[src/rtl/ws2812b_decoder.sv]
// ws2812b_decoder: recovers 24-bit GRB pixel words, their position in the
// frame and frame boundaries from a WS2812B single-wire stream. Bit values
// are decided purely by the width of each high pulse; a long low period
// (latch) ends a frame.
module ws2812b_decoder #(
    parameter int THRESHOLD_CYCLES = 60,
    parameter int RESET_CYCLES     = 5000
) (
    input  logic        clk,
    input  logic        reset,
    input  logic        din,
    output logic [23:0] pixel_data,
    output logic [7:0]  pixel_index,
    output logic        pixel_valid,
    output logic        frame_done,
    output logic        error
);

    localparam int CW = $clog2(RESET_CYCLES + 1);
    localparam logic [CW-1:0] CNT_ZERO = '0;
    localparam logic [CW-1:0] CNT_ONE  = CW'(1);
    localparam logic [CW-1:0] CNT_MAX  = CW'(RESET_CYCLES);
    localparam logic [CW-1:0] CNT_THR  = CW'(THRESHOLD_CYCLES);

    typedef enum logic [1:0] {
        WAIT_LATCH = 2'd0,
        IDLE       = 2'd1,
        HIGH       = 2'd2,
        LOW        = 2'd3
    } state_t;

    state_t state_q, state_d;

    logic          sync1_q, sync1_d;
    logic          sync2_q, sync2_d;
    logic          prev_q, prev_d;

    logic [CW-1:0] hi_cnt_q, hi_cnt_d;
    logic [CW-1:0] lo_cnt_q, lo_cnt_d;
    logic [4:0]    bit_cnt_q, bit_cnt_d;
    logic [23:0]   shift_q, shift_d;
    logic [7:0]    next_index_q, next_index_d;

    logic          emit_q, emit_d;
    logic [7:0]    emit_index_q, emit_index_d;
    logic          done_q, done_d;
    logic          err_q, err_d;

    logic [23:0]   pixel_data_q, pixel_data_d;
    logic [7:0]    pixel_index_q, pixel_index_d;
    logic          pixel_valid_q, pixel_valid_d;
    logic          frame_done_q, frame_done_d;
    logic          error_q, error_d;

    logic          line_rise;
    logic          line_fall;
    logic          hi_sat;
    logic          lo_sat;
    logic          bit_value;
    logic          last_bit;
    logic [CW-1:0] hi_inc;
    logic [CW-1:0] lo_inc;

    // Edge detection and counter helpers on the synchronized line
    always_comb begin
        line_rise = sync2_q & ~prev_q;
        line_fall = ~sync2_q & prev_q;
        hi_sat    = (hi_cnt_q == CNT_MAX);
        lo_sat    = (lo_cnt_q == CNT_MAX);
        hi_inc    = hi_sat ? hi_cnt_q : hi_cnt_q + CNT_ONE;
        lo_inc    = lo_sat ? lo_cnt_q : lo_cnt_q + CNT_ONE;
        bit_value = (hi_cnt_q >= CNT_THR);
        last_bit  = (bit_cnt_q == 5'd23);
    end

    // State register and every other flop, cleared together on reset
    always_ff @(posedge clk or posedge reset) begin
        if (reset) begin
            state_q       <= WAIT_LATCH;
            sync1_q       <= 1'b0;
            sync2_q       <= 1'b0;
            prev_q        <= 1'b0;
            hi_cnt_q      <= CNT_ZERO;
            lo_cnt_q      <= CNT_ZERO;
            bit_cnt_q     <= 5'd0;
            shift_q       <= 24'd0;
            next_index_q  <= 8'd0;
            emit_q        <= 1'b0;
            emit_index_q  <= 8'd0;
            done_q        <= 1'b0;
            err_q         <= 1'b0;
            pixel_data_q  <= 24'd0;
            pixel_index_q <= 8'd0;
            pixel_valid_q <= 1'b0;
            frame_done_q  <= 1'b0;
            error_q       <= 1'b0;
        end else begin
            state_q       <= state_d;
            sync1_q       <= sync1_d;
            sync2_q       <= sync2_d;
            prev_q        <= prev_d;
            hi_cnt_q      <= hi_cnt_d;
            lo_cnt_q      <= lo_cnt_d;
            bit_cnt_q     <= bit_cnt_d;
            shift_q       <= shift_d;
            next_index_q  <= next_index_d;
            emit_q        <= emit_d;
            emit_index_q  <= emit_index_d;
            done_q        <= done_d;
            err_q         <= err_d;
            pixel_data_q  <= pixel_data_d;
            pixel_index_q <= pixel_index_d;
            pixel_valid_q <= pixel_valid_d;
            frame_done_q  <= frame_done_d;
            error_q       <= error_d;
        end
    end

    // Next-state logic: decoding only starts after a full latch period
    always_comb begin
        state_d = state_q;
        case (state_q)
            WAIT_LATCH: begin
                if (lo_sat) begin
                    state_d = line_rise ? HIGH : IDLE;
                end
            end
            IDLE: begin
                if (line_rise) begin
                    state_d = HIGH;
                end
            end
            HIGH: begin
                if (line_fall) begin
                    state_d = LOW;
                end else if (hi_sat) begin
                    state_d = WAIT_LATCH;
                end
            end
            LOW: begin
                if (line_rise) begin
                    state_d = HIGH;
                end else if (lo_sat) begin
                    state_d = IDLE;
                end
            end
            default: state_d = WAIT_LATCH;
        endcase
    end

    // Datapath: counters, bit assembly and event flags for each state
    always_comb begin
        sync1_d      = din;
        sync2_d      = sync1_q;
        prev_d       = sync2_q;
        hi_cnt_d     = hi_cnt_q;
        lo_cnt_d     = lo_cnt_q;
        bit_cnt_d    = bit_cnt_q;
        shift_d      = shift_q;
        next_index_d = next_index_q;
        emit_d       = 1'b0;
        emit_index_d = emit_index_q;
        done_d       = 1'b0;
        err_d        = 1'b0;
        case (state_q)
            WAIT_LATCH: begin
                hi_cnt_d = CNT_ZERO;
                lo_cnt_d = sync2_q ? CNT_ZERO : lo_inc;
                if (lo_sat && line_rise) begin
                    hi_cnt_d = CNT_ONE;
                end
            end
            IDLE: begin
                lo_cnt_d = CNT_ZERO;
                if (line_rise) begin
                    hi_cnt_d = CNT_ONE;
                end
            end
            HIGH: begin
                if (line_fall) begin
                    shift_d  = {shift_q[22:0], bit_value};
                    lo_cnt_d = CNT_ONE;
                    if (last_bit) begin
                        bit_cnt_d    = 5'd0;
                        emit_d       = 1'b1;
                        emit_index_d = next_index_q;
                        next_index_d = next_index_q + 8'd1;
                    end else begin
                        bit_cnt_d = bit_cnt_q + 5'd1;
                    end
                end else if (hi_sat) begin
                    err_d        = 1'b1;
                    bit_cnt_d    = 5'd0;
                    next_index_d = 8'd0;
                    shift_d      = 24'd0;
                    lo_cnt_d     = CNT_ZERO;
                    hi_cnt_d     = CNT_ZERO;
                end else begin
                    hi_cnt_d = hi_inc;
                end
            end
            LOW: begin
                if (line_rise) begin
                    hi_cnt_d = CNT_ONE;
                end else if (lo_sat) begin
                    done_d       = 1'b1;
                    err_d        = (bit_cnt_q != 5'd0);
                    bit_cnt_d    = 5'd0;
                    next_index_d = 8'd0;
                    shift_d      = 24'd0;
                    lo_cnt_d     = CNT_ZERO;
                end else begin
                    lo_cnt_d = lo_inc;
                end
            end
            default: begin
                hi_cnt_d = CNT_ZERO;
                lo_cnt_d = CNT_ZERO;
            end
        endcase
    end

    // Output stage: publishes the staged events one cycle later, holding
    // pixel_data and pixel_index steady between pixel_valid pulses
    always_comb begin
        pixel_valid_d = emit_q;
        frame_done_d  = done_q;
        error_d       = err_q;
        pixel_data_d  = emit_q ? shift_q : pixel_data_q;
        pixel_index_d = emit_q ? emit_index_q : pixel_index_q;
    end

    assign pixel_data  = pixel_data_q;
    assign pixel_index = pixel_index_q;
    assign pixel_valid = pixel_valid_q;
    assign frame_done  = frame_done_q;
    assign error       = error_q;

endmodule

[config.mk]
export PLATFORM = sky130hd
export DESIGN_NAME = ws2812b_decoder
export DESIGN_NICKNAME = d
export VERILOG_FILES = /design/src/rtl/ws2812b_decoder.sv
export SDC_FILE = /design/constraint.sdc
export NUM_CORES = 1
export LEC_CHECK = 0
export CORE_ASPECT_RATIO = 1.5
export CORE_MARGIN = 2
export CORE_UTILIZATION = 50
export DETAILED_ROUTE_END_ITERATION = 7
export GPL_ROUTABILITY_DRIVEN = 1
export HOLD_SLACK_MARGIN = 0.08
export PLACE_DENSITY = 0.74
export REMOVE_ABC_BUFFERS = 1
export SLEW_MARGIN = 40
export SYNTH_ARGS = -nofsm -noshare
export SYNTH_HDL_FRONTEND = slang
export SYNTH_SLANG_ARGS = --single-unit
[constraint.sdc]
create_clock -name clk -period 3.95 [get_ports clk]
set_input_delay 0.79 -clock clk [delete_from_list [all_inputs] [get_ports clk]]
set_output_delay 0.79 -clock clk [all_outputs]
set_load 0.02 [all_outputs]
; ---- Word level (Yosys, flattened, before mapping)
; Cells that the tools add are included.
[op_classes]
add_sub_neg = 4
bitwise_logic = 4
reduce_logical = 11
muxes = 48
n_lt_le_gt_ge = 1
n_eq_ne = 15
[ops]
columns = operator, n
row1 = $mux W13, 9
row2 = $mux W24, 4
row3 = $pmux W13 S4, 1
row4 = $pmux W24 S2, 1
row5 = $mux W8, 5
row6 = $pmux W13 S3, 1
row7 = $add A13 B1 Y13 const B, 2
row8 = $eq A13 B13 Y1 const B, 2
row9 = $mux W5, 5
row10 = $pmux W8 S2, 1
row11 = $mux W2, 7
row12 = $ge A13 B6 Y1 const B, 1
row13 = $mux W1, 11
row14 = $ne A2 B2 Y1 const B, 5
row15 = $pmux W5 S2, 1
row16 = $ne A3 B3 Y1 const B, 3
row17 = $add A8 B1 Y8 const B, 1
row18 = $pmux W2 S4, 1
row19 = $reduce_and A4 Y1, 2
row20 = $add A5 B1 Y5 const B, 1
row21 = $eq A5 B5 Y1 const B, 1
row22 = $reduce_and A5 Y1, 1
row23 = $reduce_bool A5 Y1, 1
row24 = $eq A2 B2 Y1 const B, 2
row25 = 11 further kinds, 14
[word_totals]
register_bits = 114
out_inout_bits = 35

; ---- Longest topological paths before layout
; Gate-level depths: netlist of run 1.
[logic_depth]
depth_word = 5
ltp_mapped = 10
ltp_nobuf = 9

; ---- Least setup slack after synthesis of run 1
; OpenSTA, ideal clock, no wires.
[synth_path]
kind = reg-to-reg
startpoint = reg lo_cnt_q[0]
endpoint = reg next_index_q[4]
period_less_slack_ns = 2.242
setup_slack_ns = 1.708
arrival_ns = 2.110
stages_incl_launch_ff = 10
n_path_buf = 2
path_cell_list = dfrtp_1 -> inv_1 -> ha_1 -> or4b_4 -> o41ai_2 -> o211ai_1 -> buf_2 -> buf_2 -> o31ai_1 -> o31ai_1
[synth_via]
elab_chain_len = 3
[synth_lines]
columns = element, line
row1 = start: declaration, 39  ; logic [CW-1:0] lo_cnt_q, lo_cnt_d;
row2 = start signal: assignment, 103  ; lo_cnt_q <= lo_cnt_d;
row3 = $eq A13 B13 Y1, 69  ; lo_sat = (lo_cnt_q == CNT_MAX);
row4 = $ne A2 B2 Y1 (no source line), n/a
row5 = $reduce_and A5 Y1 (no source line), n/a
row6 = end signal: assignment, 106  ; next_index_q <= next_index_d;
row7 = end: declaration, 42  ; logic [7:0] next_index_q, next_index_d;
; No other way between the ends.
; A chain may end at the register's enable or synchronous reset.

; ---- Final worst setup path of run 1
[layout_path]
startpoint = reg lo_cnt_q[0]
endpoint = reg next_index_q[6]
; The elaborated chain is that of the path after synthesis.

==> results.json, run 1 <==
{
  "hold_buffers": 0,
  "via_per_inst": 5.548,
  "path_clk_slew_ns": 0.05,
  "grt_max_degree": 115,
  "min_period_ns": 2.637,
  "min_path_type": "reg2reg",
  "ys_warn_count": 0,
  "arrival_ns": 2.96,
  "cts_resized": 0,
  "drt_first_pass_iters": 5,
  "routed_wl_mm": 10.40,
  "synthMuxAreaShare_pct": 8.961,
  "yosysTopAreaCellShare_pct": 54.20,
  "final_area_sq_um": 6435,
  "worstPathMaxFanout": 65,
  "rsz0062_at_grt": "no",
  "synth-simple-area-share_pct": 16.47,
  "drv_slew": 0,
  "worstMarginPinSlew_ns": 0.7825,
  "fin_nets": 550,
  "relSlewSlack_pct": 47.44,
  "cts.sinks": 114,
  "io_pins": 38,
  "overflow": 0,
  "antenna_found_initial": 0,
  "grt_pass1_wl_mm": 17.46,
  "ys_ff_latch": 114,
  "drv_cap": 0,
  "finalCoreUtilization_pct": 63.14,
  "drive_gt1_share_pct": 16.09,
  "start_util_pct": 51.65,
  "post-cts-setup-buffer-count": 0,
  "clk_path_buf_depth": 2,
  "synth_top_area_cell": "dfrtp_1",
  "area_delta_synth_final_pct": 22.25,
  "power.leakage_nw": 2.782,
  "h-tree-depth": 4,
  "clkLatencyLatePin_ns": 0.41,
  "die_h_um": 129.7,
  "cts_tree": "built",
  "cp-start-kind": "register",
  "postSynth.asyncResetShare_pct": 100.0,
  "first_iter_violations": 246,
  "globalplace.congestion": 0.8741,
  "setup_tns_ns": 0,
  "status": "finished, final reports clean",
  "fin_skew_ns": 0.008702,
  "grt_pass1_vias": 3821,
  "ant_nets": 0,
  "finalSetupViolCount": 0,
  "synth_xor_xnor_area_share_pct": 2.995,
  "avgSynthCellArea_sq_um": 10.59,
  "wl_per_cell_um": 15.12,
  "synthAdderAreaFrac_pct": 3.090,
  "max_freq_mhz": 379.2,
  "dpl_cell_area_sq_um": 5762,
  "irDropWorstVdd_v": 0.0002728,
  "syn_area_sq_um": 5264,
  "portBuffers": 37,
  "cp-end-kind": "register",
  "netlist_instances": 497,
  "critical_path_class": "reg2reg",
  "die-area_sq_um": 11380,
  "vias": 3817,
  "antenna_cells": 0,
  "drcViolationCount": 0,
  "p_per_area_nw_per_um2": 459.4,
  "cp.required_ns": 4.28,
  "grt_use_total_pct": 19.72,
  "num-fill-cells": 795,
  "synthFlopType": "dfrtp_1",
  "period_share_pct": 66.77,
  "dpl.hpwl_mm": 6.733,
  "synth_top_family_by_area": "simple AND/OR/NAND/NOR gates",
  "synth_edf_count": 0,
  "synth.distinct_cells": 54,
  "root_buffer": "clkbuf_16",
  "cts_buffers": 17,
  "ys_seq_area_share_pct": 54.20,
  "rows": 45,
  "power_mw": 2.956,
  "dieWidth_um": 87.78,
  "hold_viol": 0,
  "synth_area_leaders": "dfrtp_1, mux2_2, nand2_1",
  "core_sq_um": 10190,
  "synth_compound_area_share_pct": 11.24
}
## flip-flops by register name (all words and copies together), names as in the netlist
name and count:
sync1_q 1, pixel_valid 1, prev_d 1, error 1, emit_q 1, pixel_data 24, emit_index_q 8, prev_q 1
bit_cnt_q 5, done_q 1, shift_q 24, hi_cnt_q 13, next_index_q 8, frame_done 1, err_q 1, state_q 2
pixel_index 8, lo_cnt_q 13
## logic make-up (layout without fill, tap and decap cells)
kind of cell,Yosys count,in the layout
XOR/XNOR,18,18
adder cells (fa/ha/maj),13,13
flip-flops,114,114
buffers and inverters,40,90
multiplexers,42,42
AND/OR/NAND/NOR,174,174
AO/OA/AOI/OAI,96,96
## metrics by stage
| stage | std cells | worst slack (ns) | hold slack, ns |
|---|---|---|---|
| 3_5_place_dp | 656 | 1.350 | 0.3379 |
| 6_report | 688 | 1.313 | 0.3477 |
| 5_1_grt | 688 | 1.055 | 0.3582 |
| 2_1_floorplan | 474 | 0.1443 | 0.3312 |
| 4_1_cts | 688 | 1.318 | 0.3501 |
| 3_3_place_gp | 656 | 1.423 | 0.3339 |
## area by class of cell
cell class,instances,area (sq um),area share [%]
Tap cell,141,176.4,2.742
Clock inverter,13,230.2,3.578
Clock buffer,19,442.9,6.883
Inverter,17,66.31,1.031
Multi-Input combinational cell,343,2253,35.02
Timing Repair Buffer,41,412.9,6.416
Sequential cell,114,2853,44.33
## placed cells by master, fill, tap and decap left out, types with 12 or more instances in the layout
cell             count
dfrtp_1            114
nand2_1             66
o21ai_0             49
mux2_2              41
nor2_1              37
clkdlybuf4s50_1     37
clkbuf_16           17
inv_1               16
nand3_1             16
ha_1                13
o31ai_1             12
xor2_1              12
## synth_stat cells, types with 4 or more instances
| cell | instances |
|---|---|
| a21oi_1 | 10 |
| buf_1 | 5 |
| clkbuf_1 | 15 |
| dfrtp_1 | 114 |
| ha_1 | 13 |
| inv_1 | 17 |
| mux2_2 | 41 |
| nand2_1 | 66 |
| nand2b_1 | 9 |
| nand3_1 | 16 |
| nand4_1 | 7 |
| nor2_1 | 38 |
| nor3_1 | 4 |
| nor4_1 | 5 |
| o21ai_0 | 49 |
| o31ai_1 | 12 |
| or2_2 | 4 |
| or4_1 | 4 |
| xnor2_1 | 6 |
| xor2_1 | 12 |
## final timing paths
| check | start | slack, ns | cells after the start | to |
|---|---|---|---|---|
| setup / recovery | lo_cnt_q[0] | 1.31 | 8 | next_index_q[6] |
| hold / removal | sync1_q | 0.35 | 0 | prev_d |
| setup reg to reg | lo_cnt_q[0] | 1.31 | 8 | next_index_q[6] |
| hold reg to reg | sync1_q | 0.35 | 0 | prev_d |
| max in group asynchronous | reset | 2.63 | 3 | emit_q |
| min in group asynchronous | reset | 0.88 | 3 | pixel_data[4] |
## power by group
group          total [mW]  internal [mW]  switching, mW
logic              0.0569         0.0151         0.0418
registers            1.18           1.17        0.00774
clock network        1.72           1.20          0.520
## worst max-delay path: stages, from the launching register on
cell	delay, ns
dfrtp_1	0.48
inv_1	0.13
ha_1	0.15
or4b_4	0.48
o41ai_2	0.33
o211ai_1	0.14
buf_4	0.33
or2_2	0.35
o211ai_1	0.17
## routing by layer
layer  wire [um]  global-route usage (%)  vias to the layer above  part of all wire [%]
met5           0                       0                        -                     0
met4         214                   7.330                        0                   2.1
met3         405                   5.987                       16                   3.9
met2        5502                   34.31                       89                    53
met1        4280                   22.60                     1888                    41
li1            -                       -                     1824                     -
(Power assumes the default switching activity.)
==> inputs of run 2 (changes only) <==
PLACE_DENSITY = 0.72   (was 0.74)
clock period = 2.6 ns   (was 3.95 ns; I/O delays follow)
==> results.json, run 2 (synthesis results as in run 1) <==
{
  "period_share_pct": 94.14,
  "p_clk_share_pct": 54.8,
  "drive_gt1_share_pct": 17.33,
  "via_per_inst": 5.652,
  "hold_viol": 0,
  "core_sq_um": 10190,
  "cp.required_ns": 2.92,
  "wl_per_cell_um": 15.22,
  "dpl_cell_area_sq_um": 5839,
  "antenna_cells": 0,
  "holdPathStages": 0,
  "num-fill-cells": 824,
  "cts_tree": "built",
  "irDropWorstVdd_v": 0.0004653,
  "finalCoreUtilization_pct": 63.19,
  "power_mw": 4.174,
  "arrival_ns": 2.77,
  "first_iter_violations": 268,
  "drt_first_pass_iters": 5,
  "p_per_area_nw_per_um2": 648.1,
  "final_area_sq_um": 6440,
  "worstSetupEndpoint": "next_index_q[6]",
  "grt_pass1_wl_mm": 18.02,
  "globalplace.congestion": 0.9294,
  "internal-power_mw": 3.257,
  "power_frac_comb_pct": 2.3,
  "drv_slew": 0,
  "instances_no_fill": 695,
  "cts.sinks": 114,
  "cts_resized": 0,
  "clk_path_buf_depth": 2,
  "grt_use_total_pct": 20.15,
  "critical_path_class": "reg2reg",
  "path_cells": "inv_1 > ha_1 > or4b_4 > o41ai_2 > o211ai_1 > buf_12 > or2_2 > o211ai_1",
  "finalSetupViolCount": 0,
  "antenna_found_initial": 0,
  "area_delta_synth_final_pct": 22.34,
  "h-tree-depth": 4,
  "root_buffer": "clkbuf_16",
  "m1WireLength_mm": 4.419,
  "cp.depth": 8,
  "portBuffers": 37,
  "cp-end-kind": "register",
  "drv_cap": 0,
  "ant_nets": 0,
  "r2r_start": "lo_cnt_q[0]",
  "post-cts-setup-buffer-count": 0,
  "start_util_pct": 51.65,
  "r2r-end": "next_index_q[6]",
  "clkLatencyLatePin_ns": 0.41,
  "startpoint": "lo_cnt_q[0]",
  "worstMarginPinSlew_ns": 0.6249,
  "fin_skew_ns": 0.008345,
  "switching_share_pct": 21.96,
  "met3_length_um": 344,
  "min_period_ns": 2.448,
  "path_clk_slew_ns": 0.05,
  "status": "finished, final reports clean",
  "met2WireLength_mm": 5.688,
  "rrSetupSlack_ns": 0.15,
  "setup_tns_ns": 0,
  "worstPathMaxFanout": 65,
  "power.leakage_nw": 2.806,
  "placed_cells": 663,
  "fin_nets": 557,
  "io_pins": 38,
  "top_layer_used": "met4",
  "die-area_sq_um": 11380,
  "die_h_um": 129.7,
  "routed_wl_mm": 10.58,
  "layout_common_cells": "dfrtp_1, nand2_1, o21ai_0",
  "overflow": 0,
  "path_buf_inv": 2,
  "max_stage_delay_ns": 0.48,
  "cpLargestDelayFamily": "simple AND/OR/NAND/NOR gates",
  "grt_pass1_vias": 3907,
  "relSlewSlack_pct": 57.99,
  "min_path_type": "reg2reg",
  "power_frac_seq_pct": 42.9,
  "drcViolationCount": 0,
  "path_common_cell": "o211ai_1",
  "r2r_cells": 8,
  "vias": 3928,
  "dpl.hpwl_mm": 7.168,
  "critPathSlowestCell": "or4b_4",
  "cp-start-kind": "register",
  "cts_buffers": 17,
  "max_freq_mhz": 408.6,
  "p_sw_mw": 0.9164,
  "rows": 45,
  "dieWidth_um": 87.78,
  "final_common_cell": "dfrtp_1",
  "hold_buffers": 0,
  "grt_max_degree": 66
}
[run 2: cell count changes in the layout (fill, tap and decap cells not counted), sizes merged]
| cell | before | now |
|---|---|---|
| buf | 4 | 11 |
| bufinv | 6 | 2 |
| clkinvlp | 3 | 2 |
| clkinv | 3 | 7 |
| inv | 18 | 20 |
| clkbuf | 19 | 18 |
[run 2: final cells by class]
cell class | count | area, sq um | area share, %
well taps | 141 | 176.4 | 2.739
multi-input cells | 343 | 2260 | 35.09
clock inverters | 14 | 155.1 | 2.409
inverters | 17 | 66.31 | 1.030
flip-flops and latches | 114 | 2853 | 44.30
clock buffers | 18 | 439.2 | 6.819
repair buffers | 48 | 490.5 | 7.616
[run 2: layer usage]
metal,track usage (%),up-vias
li1,-,1843
met1,23.82,1965
met2,35.25,103
met4,7.240,0
met3,4.904,17
met5,0,-
[run 2: per-stage QoR]
stage	setup WS [ns]	hold WS, ns
global placement	0.2480	0.3364
CTS	0.1525	0.3661
floorplan	-1.034	0.3312
finish	0.1523	0.3585
detailed placement	0.1863	0.3536
global route	-0.02222	0.3816
[run 2: worst min-delay path by stage]
stage               endpoint  startpoint
floorplan              error       err_q
global placement      prev_d     sync1_q
detailed placement    prev_d     sync1_q
CTS                   prev_d     sync1_q
global route          prev_d     sync1_q
finish                prev_d     sync1_q
[run 2: power by group through the flow]
| stage | combinational (mW) | sequential, mW | clock [mW] |
|---|---|---|---|
| 3_3_place_gp | 0.0956 | 1.82 | 0 |
| 6_report | 0.0972 | 1.79 | 2.29 |
| 3_5_place_dp | 0.0984 | 1.82 | 0 |
| 2_1_floorplan | 0.0605 | 1.82 | 0 |
| 5_1_grt | 0.112 | 1.79 | 2.40 |
| 4_1_cts | 0.0992 | 1.79 | 2.32 |
==> inputs of run 3 (changes only) <==
CAP_MARGIN = 15   (was unset)
==> results of run 3 <==
The final DEF is identical to that of run 2; final timing and power are the same.
==> edit 1: new RTL, config.mk and constraints of run 3 <==
Make the reset (`reset`) synchronous in one clocked block.
--- a/src/rtl/ws2812b_decoder.sv
+++ b/src/rtl/ws2812b_decoder.sv
@@ -75,5 +75,5 @@
 
     // State register and every other flop, cleared together on reset
-    always_ff @(posedge clk or posedge reset) begin
+    always_ff @(posedge clk) begin
         if (reset) begin
             state_q       <= WAIT_LATCH;
Formal check against the unedited RTL: same outputs for any inputs over 10 cycles, from zero or initial values and one cycle with reset high; that may be too few to reach the edited logic, so the function may still have changed.
==> edit 1 against run 3 <==
Sequential cell count did not move. Worst setup slack gained 26 ps. Critical path depth down 2. Routed wire length grew 4.5%. Clock skew grew 1.3 ps. Final area is 4.5% lower. Area after synthesis shrank 4.0%.
Power is not compared: it rests on default switching activity, and its combinational part moved more than twofold at a synthesized area within 25%.
==> edit 1: results (changes against run 3) <==
[global_routing]
grt_pass1_wl_microns = 18790  ; +4.3%
antenna_found_initial = 0  ; unchanged
grt_max_degree = 49  ; -26%
first_global_vias = 4236  ; +8.4%
grt_usage = 0.2124  ; +0.01090

[yosys]
ys_types = 58  ; +7.4%
synth_area_leaders = dfxtp_1, mux2i_1, a21oi_1
yosys-top-cells-count = dfxtp_1, nor2_1, a21oi_1
synth_warnings = 0  ; unchanged
synth-main-ff-cell = dfxtp_1
synth-async-reset-ratio = 0  ; -1.000
yosysSeqAreaShare = 0.4516  ; -0.09036

[clock_network]
clkLatencyLatePin_ps = 410  ; about the same
path_clk_slew_ps = 50  ; about the same
clock_path_buffers = 2  ; unchanged
root_buffer = clkbuf_16
cts_made_buffers = 17  ; unchanged
cts_htree_levels = 4  ; unchanged

[timing]
fin_skew_ps = 9.691  ; +1.346 ps
slew_headroom = 0.6399  ; +0.06002
timing.hold.ws_ps = 436.5  ; +78.01 ps

[worst_hold_path]
hold_path_class = register to register

[routing]
drt_pass1_iterations = 4  ; -1
drt_iter0_markers = 214  ; -20%
wire_per_inst_microns = 15.08  ; -0.94%
avgViaCountPerCell = 5.789  ; +2.4%

[cells_and_area]
drive_gt1_frac = 0.08604  ; -0.08725
antenna_cells = 0  ; unchanged
nFillCells = 820  ; -0.49%
finalNetCount = 619  ; +11%

[worst_setup_path]
reg2reg_slack_ps = 180  ; +30 ps
worst-endpoint-arrival_ps = 2760  ; about the same
cp_max_fo = 25  ; -62%

[placed_design]
io_buffers = 37  ; unchanged
gp_congestion = 0.8118  ; -13%
dp_hpwl_microns = 7498  ; +4.6%

[run_status]
status = completed

[power_and_ir_drop]
ir_worst_vdd_uv = 483.2
p_leak_uw = 0.002031

==> edit 1: per-layer routing <==
layer,wire length (microns),up-vias,GRT usage
met2,6022,82,0.3862
met1,4490,2011,0.2232
met4,220,0,0.1074
met5,0,-,0
li1,-,2134,-
met3,321,16,0.05039
==> edit 1: cells by family (layout without fill, tap and decap cells) <==
| group | count (synthesis) | count (layout) | synth area share |
|---|---|---|---|
| buf+inv | 53 | 99 | 0.04234 |
| compound gates | 132 | 132 | 0.1585 |
| xor+xnor | 8 | 8 | 0.01387 |
| fa+ha+maj | 13 | 13 | 0.03219 |
| flops | 114 | 114 | 0.4516 |
| simple gates | 210 | 210 | 0.2223 |
| mux | 40 | 40 | 0.07923 |
==> edit 1: what timing repair did <==
item / 4_1_cts / 5_1_grt
setup endpoints to repair: 0 / 1
setup buffers: 0 / 0
endpoints found under the hold margin: 0 / 0
resized for setup: 0 / 1
==> edit 1: layout make-up <==
type,instances,area (sq um),area share
Tap cell,117,146.4,0.02380
Timing Repair Buffer,52,478.0,0.07771
Sequential cell,114,2286,0.3716
Inverter,15,56.30,0.009154
Clock buffer,23,489.2,0.07954
Clock inverter,9,126.4,0.02055
Multi-Input combinational cell,403,2569,0.4176
==> edit 1: worst max-delay path, cell delays in order, from the launching register on <==
cell and delay (ps):
dfxtp_1 330, or3_4 430, o41ai_4 530, a211oi_4 150
buf_4 230, or4_1 510, a21oi_1 170
==> edit 1: report_power, final <==
| part | leakage, uW | total [uW] | switching (uW) | internal (uW) |
|---|---|---|---|---|
| Clock | 0.000302 | 2380 | 776 | 1610 |
| Combinational | 0.000809 | 338 | 221 | 117 |
| Sequential | 0.000920 | 1800 | 24.2 | 1770 |
| Total | 0.00203 | 4520 | 1020 | 3500 |
==> edit 1: path summary, 6_finish.rpt <==
kind,from,cells after the start,endpoint
max,hi_cnt_q[10],6,lo_cnt_q[11]
min,sync1_q,1,prev_d
max reg2reg,hi_cnt_q[10],6,lo_cnt_q[11]
min reg2reg,sync1_q,1,prev_d
==> edit 1: per-stage QoR <==
stage          cell area [sq um]  std cells  setup slack (ps)  total power (uW)  setup TNS, ps
5_1_grt                     6151        733             56.28              4674              0
3_3_place_gp                5532        701             254.5              2159              0
3_5_place_dp                5534        701             214.1              2168              0
6_report                    6151        733             178.7              4518              0
4_1_cts                     6150        733             168.6              4545              0
2_1_floorplan               4896        532            -952.5              2059         -18180
==> edit 2: new RTL, flow settings as in run 3 <==
Without the edit above. Set the parameter `THRESHOLD_CYCLES` to 45 (it was 60).
--- a/src/rtl/ws2812b_decoder.sv
+++ b/src/rtl/ws2812b_decoder.sv
@@ -4,5 +4,5 @@
 // (latch) ends a frame.
 module ws2812b_decoder #(
-    parameter int THRESHOLD_CYCLES = 60,
+    parameter int THRESHOLD_CYCLES = 45,
     parameter int RESET_CYCLES     = 5000
 ) (
Function: no difference found for any inputs over 10 cycles, from zero or initial values and one cycle with reset high; that may be too few to reach the edited logic, so the function may still have changed.
==> edit 2 against run 3 <==
Utilization is 0.33 points lower. Clock skew is 0.75 ps lower. Worst setup slack better by 24 ps. Final area is 1.7% higher. Power is 3.1% higher. First-iteration DRC count is 33% lower. Global-route usage is 0.17 points lower. Worst hold slack worse by 5.6 ps. Area after synthesis is 0.38% higher. Clock power is 6% higher. Sequential cell count stayed put. Cell count is 3.5% higher. Critical path type unchanged. Routed wire length is 0.43% lower.
==> edit 2: results (changes against run 3) <==
[routing]
wire_per_inst_microns = 14.65  ; -3.8%
vias = 3969  ; +1.0%
drt_pass1_iterations = 4  ; -1
routed_wl_microns = 10540  ; -0.43%
drt_iter0_markers = 180  ; -33%

[global_routing]
grt_usage = 0.1998  ; -0.001675
first_global_vias = 3899  ; -0.20%
grt_max_degree = 73  ; +11%
grt_pass1_wl_microns = 17880  ; -0.77%
antenna_found_initial = 0  ; unchanged

[worst_setup_path]
worst-endpoint-arrival_ps = 2700  ; -70 ps
cp_max_fo = 38  ; -42%

[timing]
tightest_slew_ps = 578.9  ; -45.90 ps
hold_viol = 0  ; unchanged
fin_skew_ps = 7.594  ; -0.7510 ps

[clock_network]
root_buffer = clkbuf_16
cts_made_buffers = 17  ; unchanged
cts_htree_levels = 4  ; unchanged
clock_path_buffers = 2  ; unchanged
cts_setup_buffers = 0  ; unchanged
postCtsResizedCells = 0  ; unchanged
path_clk_slew_ps = 50  ; about the same
clkLatencyLatePin_ps = 410  ; about the same

[cells_and_area]
finalNetCount = 579  ; +3.9%
antenna_cells = 0  ; unchanged
drive_gt1_frac = 0.1739  ; +0.0006278

[yosys]
yosysSeqAreaShare = 0.5399  ; -0.002053
yosys-top-cells-count = dfrtp_1, nand2_1, o21ai_0
synth_warnings = 0  ; unchanged
synth-async-reset-ratio = 1.000  ; unchanged
synth_cells = 507  ; +2.0%
ys_types = 56  ; +3.7%
synth_area_leaders = dfrtp_1, mux2_2, nand2_1

[placed_design]
io_buffers = 37  ; unchanged
postPlaceCellArea_sq_um = 5924  ; +1.5%
dpl_worst_slack_ps = 226.1  ; +39.75 ps
gp_congestion = 0.8277  ; -11%
dp_hpwl_microns = 7228  ; +0.83%
dpl.cell_count = 687  ; +3.6%

[run_status]
status = completed

[worst_hold_path]
hold_path_class = register to register

[power_and_ir_drop]
ir_worst_vdd_uv = 467.1  ; +0.38%
p_leak_uw = 0.002804  ; about the same

==> edit 2: power breakdown <==
group          switching, uW  internal, uW  leakage, uW
Clock                    820          1600     0.000294
Combinational           67.2          24.8     0.000926
Sequential              8.88          1780      0.00158
Total                    896          3410      0.00280
==> edit 2: worst max-delay path, cell delays in order, from the launching register on <==
cell and delay [ps]:
dfrtp_1 410, or3_1 440, o41ai_4 480, buf_4 240, o221ai_4 210, buf_4 320
nand2_1 110, o21ai_0 90
==> edit 2: final timing paths <==
check / from / endpoint / slack [ps] / cells past startpoint
max: hi_cnt_q[10] / shift_q[8] / 180 / 7
min: sync1_q / prev_d / 350 / 0
max reg2reg: hi_cnt_q[10] / shift_q[8] / 180 / 7
min reg2reg: sync1_q / prev_d / 350 / 0
max in group asynchronous: reset / next_index_q[4] / 1720 / 3
min in group asynchronous: reset / pixel_data[5] / 500 / 3
==> edit 2: per-layer routing <==
| layer | GRT usage | wire, microns |
|---|---|---|
| met4 | 0.08054 | 204 |
| met2 | 0.3552 | 5664 |
| met5 | 0 | 0 |
| met1 | 0.2252 | 4360 |
| met3 | 0.05187 | 306 |
==> edit 2: layout make-up <==
cell class	count	area [sq um]
clock buffers	19	432.9
fillers	816	3869
inverters	21	81.33
multi-input cells	355	2302
repair buffers	53	515.5
flip-flops and latches	114	2853
well taps	144	180.2
clock inverters	13	183.9
==> edit 2: cells by family after synthesis <==
group,count (synthesis),share of synthesized area
AO/OA/AOI/OAI,101,0.1222
XOR/XNOR,7,0.01160
multiplexers,41,0.08714
flip-flops,114,0.5399
adder cells (fa/ha/maj),14,0.03315
AND/OR/NAND/NOR,192,0.1776
buffers and inverters,38,0.02842
==> edit 2: stage by stage <==
stage	utilization	power [uW]
2_1_floorplan	-	1879
6_report	0.6286	4305
4_1_cts	0.6279	4340
5_1_grt	0.6286	4443
3_5_place_dp	0.5687	1915
3_3_place_gp	0.5687	1913
